`config.mk`:
```
export PLATFORM = sky130hd
export DESIGN_NAME = user_nmi_arb2_flat
export DESIGN_NICKNAME = d
export VERILOG_FILES = /design/src/rtl/user_nmi_arb_pkg.sv /design/src/rtl/nmi_if.sv /design/src/rtl/user_nmi_rr_pick.sv /design/src/rtl/user_nmi_arb2.sv /design/src/flat_wrapper.sv
export SDC_FILE = /design/constraint.sdc
export NUM_CORES = 1
export LEC_CHECK = 0
export CAP_MARGIN = 0
export CORE_AREA = 8 8 129 131
export DETAILED_ROUTE_END_ITERATION = 6
export DIE_AREA = 0 0 137 139
export HOLD_SLACK_MARGIN = 0.08
export PLACE_DENSITY = 0.69
export RECOVER_POWER = 50
export SYNTH_ARGS = -nofsm -noshare
export SYNTH_HDL_FRONTEND = slang
export SYNTH_SLANG_ARGS = --single-unit
```
`constraint.sdc`:
```
create_clock -name clk_i -period 3.2 [get_ports clk_i]
set_input_delay 0.64 -clock clk_i [delete_from_list [all_inputs] [get_ports clk_i]]
set_output_delay 0.64 -clock clk_i [all_outputs]
set_load 0.005 [all_outputs]
```
`src/rtl/user_nmi_arb_pkg.sv`:
```
// rtl/user_nmi_arb_pkg.sv - shared types and constants for the two-master nmi arbiter
//
// Purpose: arbiter FSM state encoding, nmi field widths and the default
// error read data returned when the watchdog aborts a transaction.
// Ports: none (package).
package user_nmi_arb_pkg;

  localparam int unsigned NMI_AW = 32;
  localparam int unsigned NMI_DW = 32;
  localparam int unsigned NMI_SW = 4;

  localparam logic [NMI_DW-1:0] DEFAULT_ERR_RDATA = 32'hDEAD_BEEF;

  typedef enum logic [1:0] {
    IDLE  = 2'd0,
    BUSY  = 2'd1,
    ABORT = 2'd2
  } state_t;

endpackage

```
`src/rtl/nmi_if.sv`:
```
// rtl/nmi_if.sv - native memory interface bundle (valid/ready/addr/wdata/wstrb/rdata)
//
// Purpose: one request/response channel of the native memory interface.
// Ports (modports):
//   master : drives valid, addr, wdata, wstrb; receives ready, rdata
//   slave  : receives valid, addr, wdata, wstrb; drives ready, rdata
interface nmi_if;
  import user_nmi_arb_pkg::*;

  logic              valid;
  logic              ready;
  logic [NMI_AW-1:0] addr;
  logic [NMI_DW-1:0] wdata;
  logic [NMI_SW-1:0] wstrb;
  logic [NMI_DW-1:0] rdata;

  modport master (output valid, output addr, output wdata, output wstrb,
                  input  ready, input  rdata);
  modport slave  (input  valid, input  addr, input  wdata, input  wstrb,
                  output ready, output rdata);
endinterface

```
`src/rtl/user_nmi_rr_pick.sv`:
```
// rtl/user_nmi_rr_pick.sv - combinational two-way round-robin selector
//
// Purpose: choose one of two requesters; on a tie the one that was not
// served last wins.
// Ports:
//   i_req  [1:0] in  : request vector, bit n = requester n
//   i_last       in  : requester served last (0 = m0, 1 = m1)
//   o_gnt  [1:0] out : one-hot pick, 2'b00 when nothing is requested
module user_nmi_rr_pick (
  input  logic [1:0] i_req,
  input  logic       i_last,
  output logic [1:0] o_gnt
);

  always_comb begin
    o_gnt = 2'b00;
    case (i_req)
      2'b01:   o_gnt = 2'b01;
      2'b10:   o_gnt = 2'b10;
      2'b11:   o_gnt = i_last ? 2'b01 : 2'b10;
      default: o_gnt = 2'b00;
    endcase
  end

endmodule

```
`src/rtl/user_nmi_arb2.sv`:
```
// rtl/user_nmi_arb2.sv - two-master round-robin nmi arbiter with watchdog abort
//
// Purpose: lets two requesters share one nmi port. A grant is taken in IDLE,
// held through BUSY until the slave answers, and a watchdog turns a
// transaction the slave never acknowledges into an error response.
// Ports:
//   clk_i       in   : clock
//   rst_n_i     in   : asynchronous active-low reset
//   m0_nmi      slave  : requester 0
//   m1_nmi      slave  : requester 1
//   s_nmi       master : shared downstream port
//   grant_o     out [1:0]  : one-hot current owner, 2'b00 when idle
//   timeout_o   out        : one-cycle pulse while the abort response is given
//   err_addr_o  out [31:0] : address of the last aborted transaction (sticky)
module user_nmi_arb2
  import user_nmi_arb_pkg::*;
#(
  parameter int unsigned       TIMEOUT_CYCLES = 1024,
  parameter logic [NMI_DW-1:0] ERR_RDATA      = DEFAULT_ERR_RDATA,
  parameter int unsigned       CNT_W          = $clog2(TIMEOUT_CYCLES + 1)
) (
  input  logic              clk_i,
  input  logic              rst_n_i,
  nmi_if.slave              m0_nmi,
  nmi_if.slave              m1_nmi,
  nmi_if.master             s_nmi,
  output logic [1:0]        grant_o,
  output logic              timeout_o,
  output logic [NMI_AW-1:0] err_addr_o
);

  // A disabled watchdog still needs a legal one-bit counter.
  localparam int unsigned   CW       = (CNT_W < 1) ? 1 : CNT_W;
  localparam bit            WD_EN    = (TIMEOUT_CYCLES != 0);
  localparam logic [CW-1:0] CNT_LAST = CW'((TIMEOUT_CYCLES == 0) ? 32'd0 : TIMEOUT_CYCLES - 1);

  state_t            r_state;
  logic [1:0]        r_grant;
  logic              r_last;
  logic [CW-1:0]     r_cnt;
  logic              r_timeout;
  logic [NMI_AW-1:0] r_err_addr;

  logic [1:0]        w_req;
  logic [1:0]        w_pick;
  logic              w_sel_m1;
  logic              w_g_valid;
  logic [NMI_AW-1:0] w_g_addr;
  logic [NMI_DW-1:0] w_g_wdata;
  logic [NMI_SW-1:0] w_g_wstrb;
  logic              w_busy;
  logic              w_abort;
  logic              w_done;
  logic              w_wd_fire;
  logic              w_rsp_ready;
  logic [NMI_DW-1:0] w_rsp_rdata;

  assign w_req = {m1_nmi.valid, m0_nmi.valid};

  user_nmi_rr_pick u_pick (
    .i_req  (w_req),
    .i_last (r_last),
    .o_gnt  (w_pick)
  );

  // Request mux follows the registered grant.
  assign w_sel_m1  = r_grant[1];
  assign w_g_valid = w_sel_m1 ? m1_nmi.valid : m0_nmi.valid;
  assign w_g_addr  = w_sel_m1 ? m1_nmi.addr  : m0_nmi.addr;
  assign w_g_wdata = w_sel_m1 ? m1_nmi.wdata : m0_nmi.wdata;
  assign w_g_wstrb = w_sel_m1 ? m1_nmi.wstrb : m0_nmi.wstrb;

  assign w_busy  = (r_state == BUSY);
  assign w_abort = (r_state == ABORT);

  assign s_nmi.valid = w_busy & w_g_valid;
  assign s_nmi.addr  = w_g_addr;
  assign s_nmi.wdata = w_g_wdata;
  assign s_nmi.wstrb = w_g_wstrb;

  // A ready seen while the owner has withdrawn valid is not a completion.
  assign w_done    = w_busy & w_g_valid & s_nmi.ready;
  // Ready arriving on the limit cycle wins over the abort.
  assign w_wd_fire = WD_EN & w_busy & w_g_valid & ~s_nmi.ready & (r_cnt == CNT_LAST);

  // In ABORT the slave is ignored and the owner gets the error word instead.
  assign w_rsp_ready = w_done | w_abort;
  assign w_rsp_rdata = w_abort ? ERR_RDATA : s_nmi.rdata;

  assign m0_nmi.ready = r_grant[0] & w_rsp_ready;
  assign m1_nmi.ready = r_grant[1] & w_rsp_ready;
  assign m0_nmi.rdata = r_grant[0] ? w_rsp_rdata : '0;
  assign m1_nmi.rdata = r_grant[1] ? w_rsp_rdata : '0;

  assign grant_o    = r_grant;
  assign timeout_o  = r_timeout;
  assign err_addr_o = r_err_addr;

  always_ff @(posedge clk_i or negedge rst_n_i) begin
    if (!rst_n_i) begin
      r_state    <= IDLE;
      r_grant    <= 2'b00;
      r_last     <= 1'b1;
      r_cnt      <= '0;
      r_timeout  <= 1'b0;
      r_err_addr <= '0;
    end else begin
      r_timeout <= 1'b0;
      case (r_state)
        IDLE: begin
          if (|w_req) begin
            r_grant <= w_pick;
            r_state <= BUSY;
          end
        end
        BUSY: begin
          if (!w_g_valid) begin
            // Owner withdrew its request: drop it without touching fairness.
            r_grant <= 2'b00;
            r_cnt   <= '0;
            r_state <= IDLE;
          end else if (s_nmi.ready) begin
            r_last  <= r_grant[1];
            r_grant <= 2'b00;
            r_cnt   <= '0;
            r_state <= IDLE;
          end else if (w_wd_fire) begin
            r_timeout  <= 1'b1;
            r_err_addr <= w_g_addr;
            r_cnt      <= '0;
            r_state    <= ABORT;
          end else if (WD_EN) begin
            r_cnt <= r_cnt + CW'(1);
          end
        end
        ABORT: begin
          r_last  <= r_grant[1];
          r_grant <= 2'b00;
          r_state <= IDLE;
        end
        default: begin
          r_grant <= 2'b00;
          r_cnt   <= '0;
          r_state <= IDLE;
        end
      endcase
    end
  end

endmodule

```
`src/flat_wrapper.sv`:
```
// flat-port wrapper written by rule: the top's interface ports become plain ports
module user_nmi_arb2_flat import user_nmi_arb_pkg::*;
#(
  parameter int unsigned       TIMEOUT_CYCLES = 1024,
  parameter logic [NMI_DW-1:0] ERR_RDATA      = DEFAULT_ERR_RDATA,
  parameter int unsigned       CNT_W          = $clog2(TIMEOUT_CYCLES + 1)
)
  (clk_i, rst_n_i, grant_o, timeout_o, err_addr_o, m0_nmi_valid, m0_nmi_addr, m0_nmi_wdata, m0_nmi_wstrb, m0_nmi_ready, m0_nmi_rdata, m1_nmi_valid, m1_nmi_addr, m1_nmi_wdata, m1_nmi_wstrb, m1_nmi_ready, m1_nmi_rdata, s_nmi_valid, s_nmi_addr, s_nmi_wdata, s_nmi_wstrb, s_nmi_ready, s_nmi_rdata);
  nmi_if m0_nmi_i ();
  nmi_if m1_nmi_i ();
  nmi_if s_nmi_i ();
  input  logic clk_i;
  input  logic rst_n_i;
  output logic [1:0] grant_o;
  output logic timeout_o;
  output logic [NMI_AW-1:0] err_addr_o;
  input wire logic [$bits(m0_nmi_i.valid)-1:0] m0_nmi_valid;
  input wire logic [$bits(m0_nmi_i.addr)-1:0] m0_nmi_addr;
  input wire logic [$bits(m0_nmi_i.wdata)-1:0] m0_nmi_wdata;
  input wire logic [$bits(m0_nmi_i.wstrb)-1:0] m0_nmi_wstrb;
  output wire logic [$bits(m0_nmi_i.ready)-1:0] m0_nmi_ready;
  output wire logic [$bits(m0_nmi_i.rdata)-1:0] m0_nmi_rdata;
  input wire logic [$bits(m1_nmi_i.valid)-1:0] m1_nmi_valid;
  input wire logic [$bits(m1_nmi_i.addr)-1:0] m1_nmi_addr;
  input wire logic [$bits(m1_nmi_i.wdata)-1:0] m1_nmi_wdata;
  input wire logic [$bits(m1_nmi_i.wstrb)-1:0] m1_nmi_wstrb;
  output wire logic [$bits(m1_nmi_i.ready)-1:0] m1_nmi_ready;
  output wire logic [$bits(m1_nmi_i.rdata)-1:0] m1_nmi_rdata;
  output wire logic [$bits(s_nmi_i.valid)-1:0] s_nmi_valid;
  output wire logic [$bits(s_nmi_i.addr)-1:0] s_nmi_addr;
  output wire logic [$bits(s_nmi_i.wdata)-1:0] s_nmi_wdata;
  output wire logic [$bits(s_nmi_i.wstrb)-1:0] s_nmi_wstrb;
  input wire logic [$bits(s_nmi_i.ready)-1:0] s_nmi_ready;
  input wire logic [$bits(s_nmi_i.rdata)-1:0] s_nmi_rdata;
  assign m0_nmi_i.valid = m0_nmi_valid;
  assign m0_nmi_i.addr = m0_nmi_addr;
  assign m0_nmi_i.wdata = m0_nmi_wdata;
  assign m0_nmi_i.wstrb = m0_nmi_wstrb;
  assign m0_nmi_ready = m0_nmi_i.ready;
  assign m0_nmi_rdata = m0_nmi_i.rdata;
  assign m1_nmi_i.valid = m1_nmi_valid;
  assign m1_nmi_i.addr = m1_nmi_addr;
  assign m1_nmi_i.wdata = m1_nmi_wdata;
  assign m1_nmi_i.wstrb = m1_nmi_wstrb;
  assign m1_nmi_ready = m1_nmi_i.ready;
  assign m1_nmi_rdata = m1_nmi_i.rdata;
  assign s_nmi_valid = s_nmi_i.valid;
  assign s_nmi_addr = s_nmi_i.addr;
  assign s_nmi_wdata = s_nmi_i.wdata;
  assign s_nmi_wstrb = s_nmi_i.wstrb;
  assign s_nmi_i.ready = s_nmi_ready;
  assign s_nmi_i.rdata = s_nmi_rdata;
  user_nmi_arb2 #(.TIMEOUT_CYCLES(TIMEOUT_CYCLES), .ERR_RDATA(ERR_RDATA), .CNT_W(CNT_W)) u_core (.clk_i(clk_i), .rst_n_i(rst_n_i), .m0_nmi(m0_nmi_i), .m1_nmi(m1_nmi_i), .s_nmi(s_nmi_i), .grant_o(grant_o), .timeout_o(timeout_o), .err_addr_o(err_addr_o));
endmodule
```
==> flow_summary.json, run 1 <==
{
  "fmax_ghz": 0.337,
  "slowest_stage": "clkbuf_2",
  "rows": 45,
  "antenna_found_initial": 1,
  "rsz0062_at_grt": "no",
  "worstPathArrival_ns": 2.33,
  "required_ns": 2.56,
  "grt_max_degree": 78,
  "portBuffers": 342,
  "ys_async_sr_fraction": 1.00,
  "synthesis.area_um2": 3410,
  "hold_path_class": "flip-flop to flip-flop",
  "synth_top_area_cell": "dfrtp_1",
  "tns_ns": 0,
  "place_area_um2": 7050,
  "root_buffer": "clkbuf_16",
  "hold_buffers": 0,
  "p_leak_nw": 3.03,
  "critPathKind": "flip-flop to output pin",
  "post_cts_buffers": 0,
  "slew_viol_final": 0,
  "outcome": "complete, no violations",
  "yosys-top-cells-area": "dfrtp_1 (35%), mux2_2 (24%), o21a_1 (11%), mux2_1 (9.6%), and3_1 (3.5%)",
  "yosysTopAreaCellShare": 0.353,
  "drc": 0,
  "drive_gt1_frac": 0.134,
  "viasPerCell": 4.66,
  "clk_latency_ns": 0.28,
  "synth.distinct_cells": 39,
  "synthTopCellsByCount": "mux2_2 (72), dfrtp_1 (48), o21a_1 (48)",
  "postRouteAntennaNets": 0,
  "die-area_um2": 19000,
  "worst-path-buf-inv": 2,
  "finClkSkew_ns": 0.00783,
  "crit_chain": "clkbuf_2, mux2_2, dlygate4sd3_1",
  "worstSetupStartpointType": "flip-flop",
  "vias": 3892,
  "drt-pass1-iter-count": 4,
  "io_pins": 343,
  "coreArea_um2": 14800,
  "end_kind": "output pin",
  "cp_top_family": "buffers and inverters",
  "cts_htree_levels": 2,
  "yosysMostFrequentCell": "mux2_2",
  "syn_area_per_cell_um2": 10.8,
  "drtIter0Drc": 151,
  "tightest_slew_ns": 1.10,
  "syn_nets": 490,
  "ir_drop_mv": 0.202,
  "hold_viol": 0,
  "routedWlPerCell_um": 20.7,
  "start_util": 0.231,
  "clk_pin_slew_ns": 0.07,
  "area_delta_synth_final_pct": 111,
  "powerDensity_nw_per_um2": 431,
  "first_global_vias": 4040,
  "grt_pass1_wl_um": 25300,
  "critPathMaxFanout": 27,
  "max_stage_delay_ns": 0.59,
  "slew_headroom": 0.268,
  "setup_viol": 0,
  "clock_tree.buffer_depth": 2,
  "ys.warnings.count": 0,
  "cts_buffers": 5,
  "period_needed_ns": 2.97,
  "dieWidth_um": 137,
  "die_h_um": 139,
  "synth-seq-cells": 49,
  "maxCapViolations": 0,
  "cts.sinks": 49,
  "fin_area_um2": 7200,
  "cts_resized": 0,
  "synth_edf_count": 0,
  "overflow": 0,
  "finalNetCount": 820,
  "finalCritPeriodShare": 0.928,
  "dp_hpwl_um": 14600,
  "synthCells": 316,
  "synthFlopType": "dfrtp_1",
  "yosysSeqAreaShare": 0.360,
  "cts_tree": "done",
  "gp_congestion": 0.867,
  "final_util": 0.488,
  "grt_util_all_layers": 0.169,
  "wirelength_um": 17300
}
through the flow:
step | power, W | setup slack (ns) | cells | hold slack [ns]
after global placement | 0.00258 | 0.230 | 827 | 0.468
after CTS | 0.00321 | 0.254 | 835 | 0.489
final | 0.00311 | 0.231 | 836 | 0.478
after floorplan | 0.00143 | 0.803 | 316 | 0.344
after global routing | 0.00328 | 0.105 | 836 | 0.498
after detailed placement | 0.00260 | 0.184 | 827 | 0.474
worst register-to-register path, stage by stage, from the launching register on:
cell,delay (ns)
dfrtp_4,0.50
mux2i_1,0.14
clkbuf_1,0.13
or4b_1,0.56
nor4_4,0.30
buf_12,0.25
mux2_2,0.38
per-layer routing:
layer,part of all wire,track usage
met5,0,0
met2,0.55,0.324
met1,0.35,0.173
met4,0.018,0.0418
met3,0.088,0.0486
area by class of cell:
type	instances	area, um2
Fill cell	1311	7550
Timing Repair Buffer	353	3510
Multi-Input combinational cell	235	2050
Sequential cell	49	1230
Tap cell	188	235
Clock buffer	6	129
Clock inverter	2	35.0
Inverter	2	7.51
Antenna cell	1	2.50
cell families (layout without fill, tap and decap cells):
| family | Yosys count | count (layout) | share of synthesized area |
|---|---|---|---|
| AOI/OAI and AO/OA | 69 | 69 | 0.147 |
| buffers and inverters | 32 | 363 | 0.0389 |
| other | 0 | 1 | 0 |
| DFF | 49 | 49 | 0.360 |
| adders and majority gates | 1 | 1 | 0.00367 |
| muxes | 103 | 103 | 0.340 |
| xor gates and xnor gates | 1 | 1 | 0.00257 |
| and+or+nand+nor | 61 | 61 | 0.108 |
worst paths after layout:
kind | startpoint | endpoint | slack (ns) | cells after the start
max | u_core.grant_o[1]$_DFFE_PN0P_ | s_nmi_addr[4] | 0.23 | 3
min | u_core.err_addr_o[29]$_DFFE_PN0P_ | u_core.err_addr_o[29]$_DFFE_PN0P_ | 0.48 | 1
min in group asynchronous | rst_n_i | u_core.err_addr_o[1]$_DFFE_PN0P_ | 0.57 | 1
min reg2reg | u_core.err_addr_o[29]$_DFFE_PN0P_ | u_core.err_addr_o[29]$_DFFE_PN0P_ | 0.48 | 1
max in group asynchronous | rst_n_i | u_core.grant_o[1]$_DFFE_PN0P_ | 1.83 | 1
max reg2reg | u_core.grant_o[1]$_DFFE_PN0P_ | u_core.err_addr_o[1]$_DFFE_PN0P_ | 0.82 | 6
cells in the final DEF (no fill, tap or decap), types with 2 or more instances in the layout:
cell type	netlist	layout
dlygate4sd3_1	0	58
a32o_1	2	2
clkbuf_2	0	2
nand2b_1	4	4
nand3_1	6	6
a21oi_1	3	3
o21ai_0	5	5
nor2b_1	3	2
clkdlybuf4s50_1	0	283
a31oi_1	4	4
dfrtp_1	48	47
buf_4	3	4
clkbuf_16	0	5
o31ai_1	2	2
nor2_1	3	3
inv_1	2	2
buf_12	0	2
and3_1	19	19
nand4_1	3	3
mux2_2	72	66
o21a_1	48	48
nand2_1	11	11
nor3_1	2	2
nand4b_1	2	2
mux2_1	29	35
mux2i_1	2	2
clkbuf_1	22	4
o41ai_1	2	2
report_power, final:
group | switching [W] | internal [W]
clock network | 0.000215 | 0.000368
registers | 0.0000438 | 0.000653
logic | 0.000678 | 0.00115
state kept, by name, indices dropped and copies added, names as in the netlist:
signal,count
u_core.err_addr_o,32
u_core.grant_o,2
u_core.r_cnt,11
u_core.r_last,1
u_core.r_state,2
u_core.timeout_o,1
(Power assumes the default switching activity.)
==> run 2, diff against run 1 <==
--- a/constraint.sdc
+++ b/constraint.sdc
@@ -3,2 +3,2 @@
 set_output_delay 0.64 -clock clk_i [all_outputs]
-set_load 0.005 [all_outputs]
+set_load 0.05 [all_outputs]
==> run 2 against run 1 <==
Compared with the run above: the run now ends with capacitance limit, slew limit left; worst hold slack improved by 0.00064 ns; cell count stayed put; critical endpoint is now s_nmi_addr[12]; critical path depth stayed put.
==> flow_summary.json, run 2 (synthesis gave the netlist of run 1 again) <==
{
  "reg2reg_slack_ns": 0.66,
  "grt_max_degree": 49,
  "grt_util_all_layers": 0.183,
  "viasPerCell": 4.58,
  "period_needed_ns": 3.01,
  "ir_drop_mv": 0.284,
  "crit_end": "s_nmi_addr[12]",
  "gp_congestion": 0.876,
  "die_h_um": 139,
  "coreArea_um2": 14800,
  "powerDensity_nw_per_um2": 623,
  "portBuffers": 342,
  "finClkSkew_ns": 0.00732,
  "finalCritPeriodShare": 0.940,
  "outcome": "complete, but fails checks",
  "slew_viol_final": 36,
  "clk_pin_slew_ns": 0.06,
  "drive_gt1_frac": 0.238,
  "wirelength_um": 18500,
  "die-area_um2": 19000,
  "dp_hpwl_um": 15700,
  "hold_path_class": "flip-flop to flip-flop",
  "drt-pass1-iter-count": 6,
  "maxCapViolations": 1,
  "post_cts_buffers": 0,
  "r2r-end": "u_core.err_addr_o[31]$_DFFE_PN0P_",
  "cts.sinks": 49,
  "cts_resized": 0,
  "critPathKind": "flip-flop to output pin",
  "worstSetupStartpointType": "flip-flop",
  "clk_latency_ns": 0.28,
  "p_leak_nw": 3.07,
  "drtIter0Drc": 160,
  "vias": 3833,
  "routedWlPerCell_um": 22.1,
  "rows": 45,
  "clock_tree.buffer_depth": 2,
  "io_pins": 343,
  "end_kind": "output pin",
  "tightest_slew_ns": 1.89,
  "rsz0062_at_grt": "no",
  "postRouteAntennaNets": 0,
  "final_common_cell": "clkdlybuf4s50_1",
  "fillers": 1380,
  "largest_reg_flops": 32,
  "setup_viol": 0,
  "first_global_vias": 4154,
  "final_cell_mix": "clkdlybuf4s50_1 (230), mux2_2 (69), buf_4 (53)",
  "dieWidth_um": 137,
  "startpoint": "u_core.grant_o[1]$_DFFE_PN0P_",
  "final_util": 0.470,
  "hold_viol": 0,
  "start_util": 0.231,
  "violations": "capacitance limit, slew limit",
  "worstReg2RegStart": "u_core.grant_o[1]$_DFFE_PN0P_",
  "critPathMaxFanout": 29,
  "slew_headroom": -0.263,
  "cts_htree_levels": 2,
  "antenna_found_initial": 1,
  "grt_pass1_wl_um": 26600,
  "drc": 0,
  "area_delta_synth_final_pct": 104,
  "worstPathArrival_ns": 2.37,
  "worst_r2r_path_depth": 5,
  "finalNetCount": 821,
  "cts_tree": "done",
  "overflow": 0,
  "hold_buffers": 0,
  "power_w": 0.00432,
  "cts_buffers": 5,
  "root_buffer": "clkbuf_16",
  "fmax_ghz": 0.333,
  "required_ns": 2.56
}
run 2: cell count changes in the layout (fill, tap and decap cells not counted), sizes merged:
cell           before  now
clkdlybuf4s50     283  230
buf                 7   57
clkbuf             11   39
dlygate4sd3        58   34
bufinv              1    0
clkinv              1    0
clkinvlp            0    1
run 2: stage by stage:
stage | setup TNS, ns | std cells | hold WS [ns] | instance area [um2] | setup WS, ns
final | 0 | 836 | 0.478 | 6930 | 0.193
after global placement | 0 | 828 | 0.469 | 6890 | 0.209
after CTS | 0 | 835 | 0.482 | 7040 | 0.146
after global routing | 0 | 836 | 0.496 | 6930 | 0.0901
after detailed placement | 0 | 828 | 0.476 | 6890 | 0.163
after floorplan | -0.178 | 316 | 0.344 | 3410 | -0.0892
run 2: cell type report:
| type | instances | area, um2 | share of cell area |
|---|---|---|---|
| Tap cell | 188 | 235 | 0.0339 |
| Multi-Input combinational cell | 235 | 2050 | 0.295 |
| Inverter | 2 | 7.51 | 0.00108 |
| Clock inverter | 1 | 7.51 | 0.00108 |
| Timing Repair Buffer | 354 | 3270 | 0.471 |
| Clock buffer | 6 | 139 | 0.0200 |
| Sequential cell | 49 | 1230 | 0.178 |
| Antenna cell | 1 | 2.50 | 0.000361 |
run 2: worst min-delay path by stage:
stage                                                  from                           endpoint  slack [ns]  depth (start not counted)
after floorplan                                     rst_n_i   u_core.err_addr_o[0]$_DFFE_PN0P_        0.34                          0
after global placement     u_core.err_addr_o[4]$_DFFE_PN0P_   u_core.err_addr_o[4]$_DFFE_PN0P_        0.47                          1
after detailed placement  u_core.err_addr_o[15]$_DFFE_PN0P_  u_core.err_addr_o[15]$_DFFE_PN0P_        0.48                          1
after CTS                                           rst_n_i  u_core.err_addr_o[13]$_DFFE_PN0P_        0.48                          1
after global routing      u_core.err_addr_o[20]$_DFFE_PN0P_  u_core.err_addr_o[20]$_DFFE_PN0P_        0.50                          1
final                     u_core.err_addr_o[15]$_DFFE_PN0P_  u_core.err_addr_o[15]$_DFFE_PN0P_        0.48                          1
run 2: routing by layer:
metal | up-vias | part of all wire | track usage
met2 | 174 | 0.50 | 0.319
met3 | 14 | 0.086 | 0.0457
met4 | 0 | 0.016 | 0.0423
met1 | 1809 | 0.40 | 0.217
met5 | - | 0 | 0
li1 | 1836 | - | -
run 2: report_power, final:
group / internal, W / switching (W)
clock network: 0.000307 / 0.000214
registers: 0.000653 / 0.0000898
logic: 0.00109 / 0.00197
total: 0.00205 / 0.00228
run 2: critical path, cell delays in order, from the launching register on:
cell	delay, ns
dfrtp_4	0.68
buf_4	0.29
mux2_2	0.37
clkdlybuf4s50_1	0.74
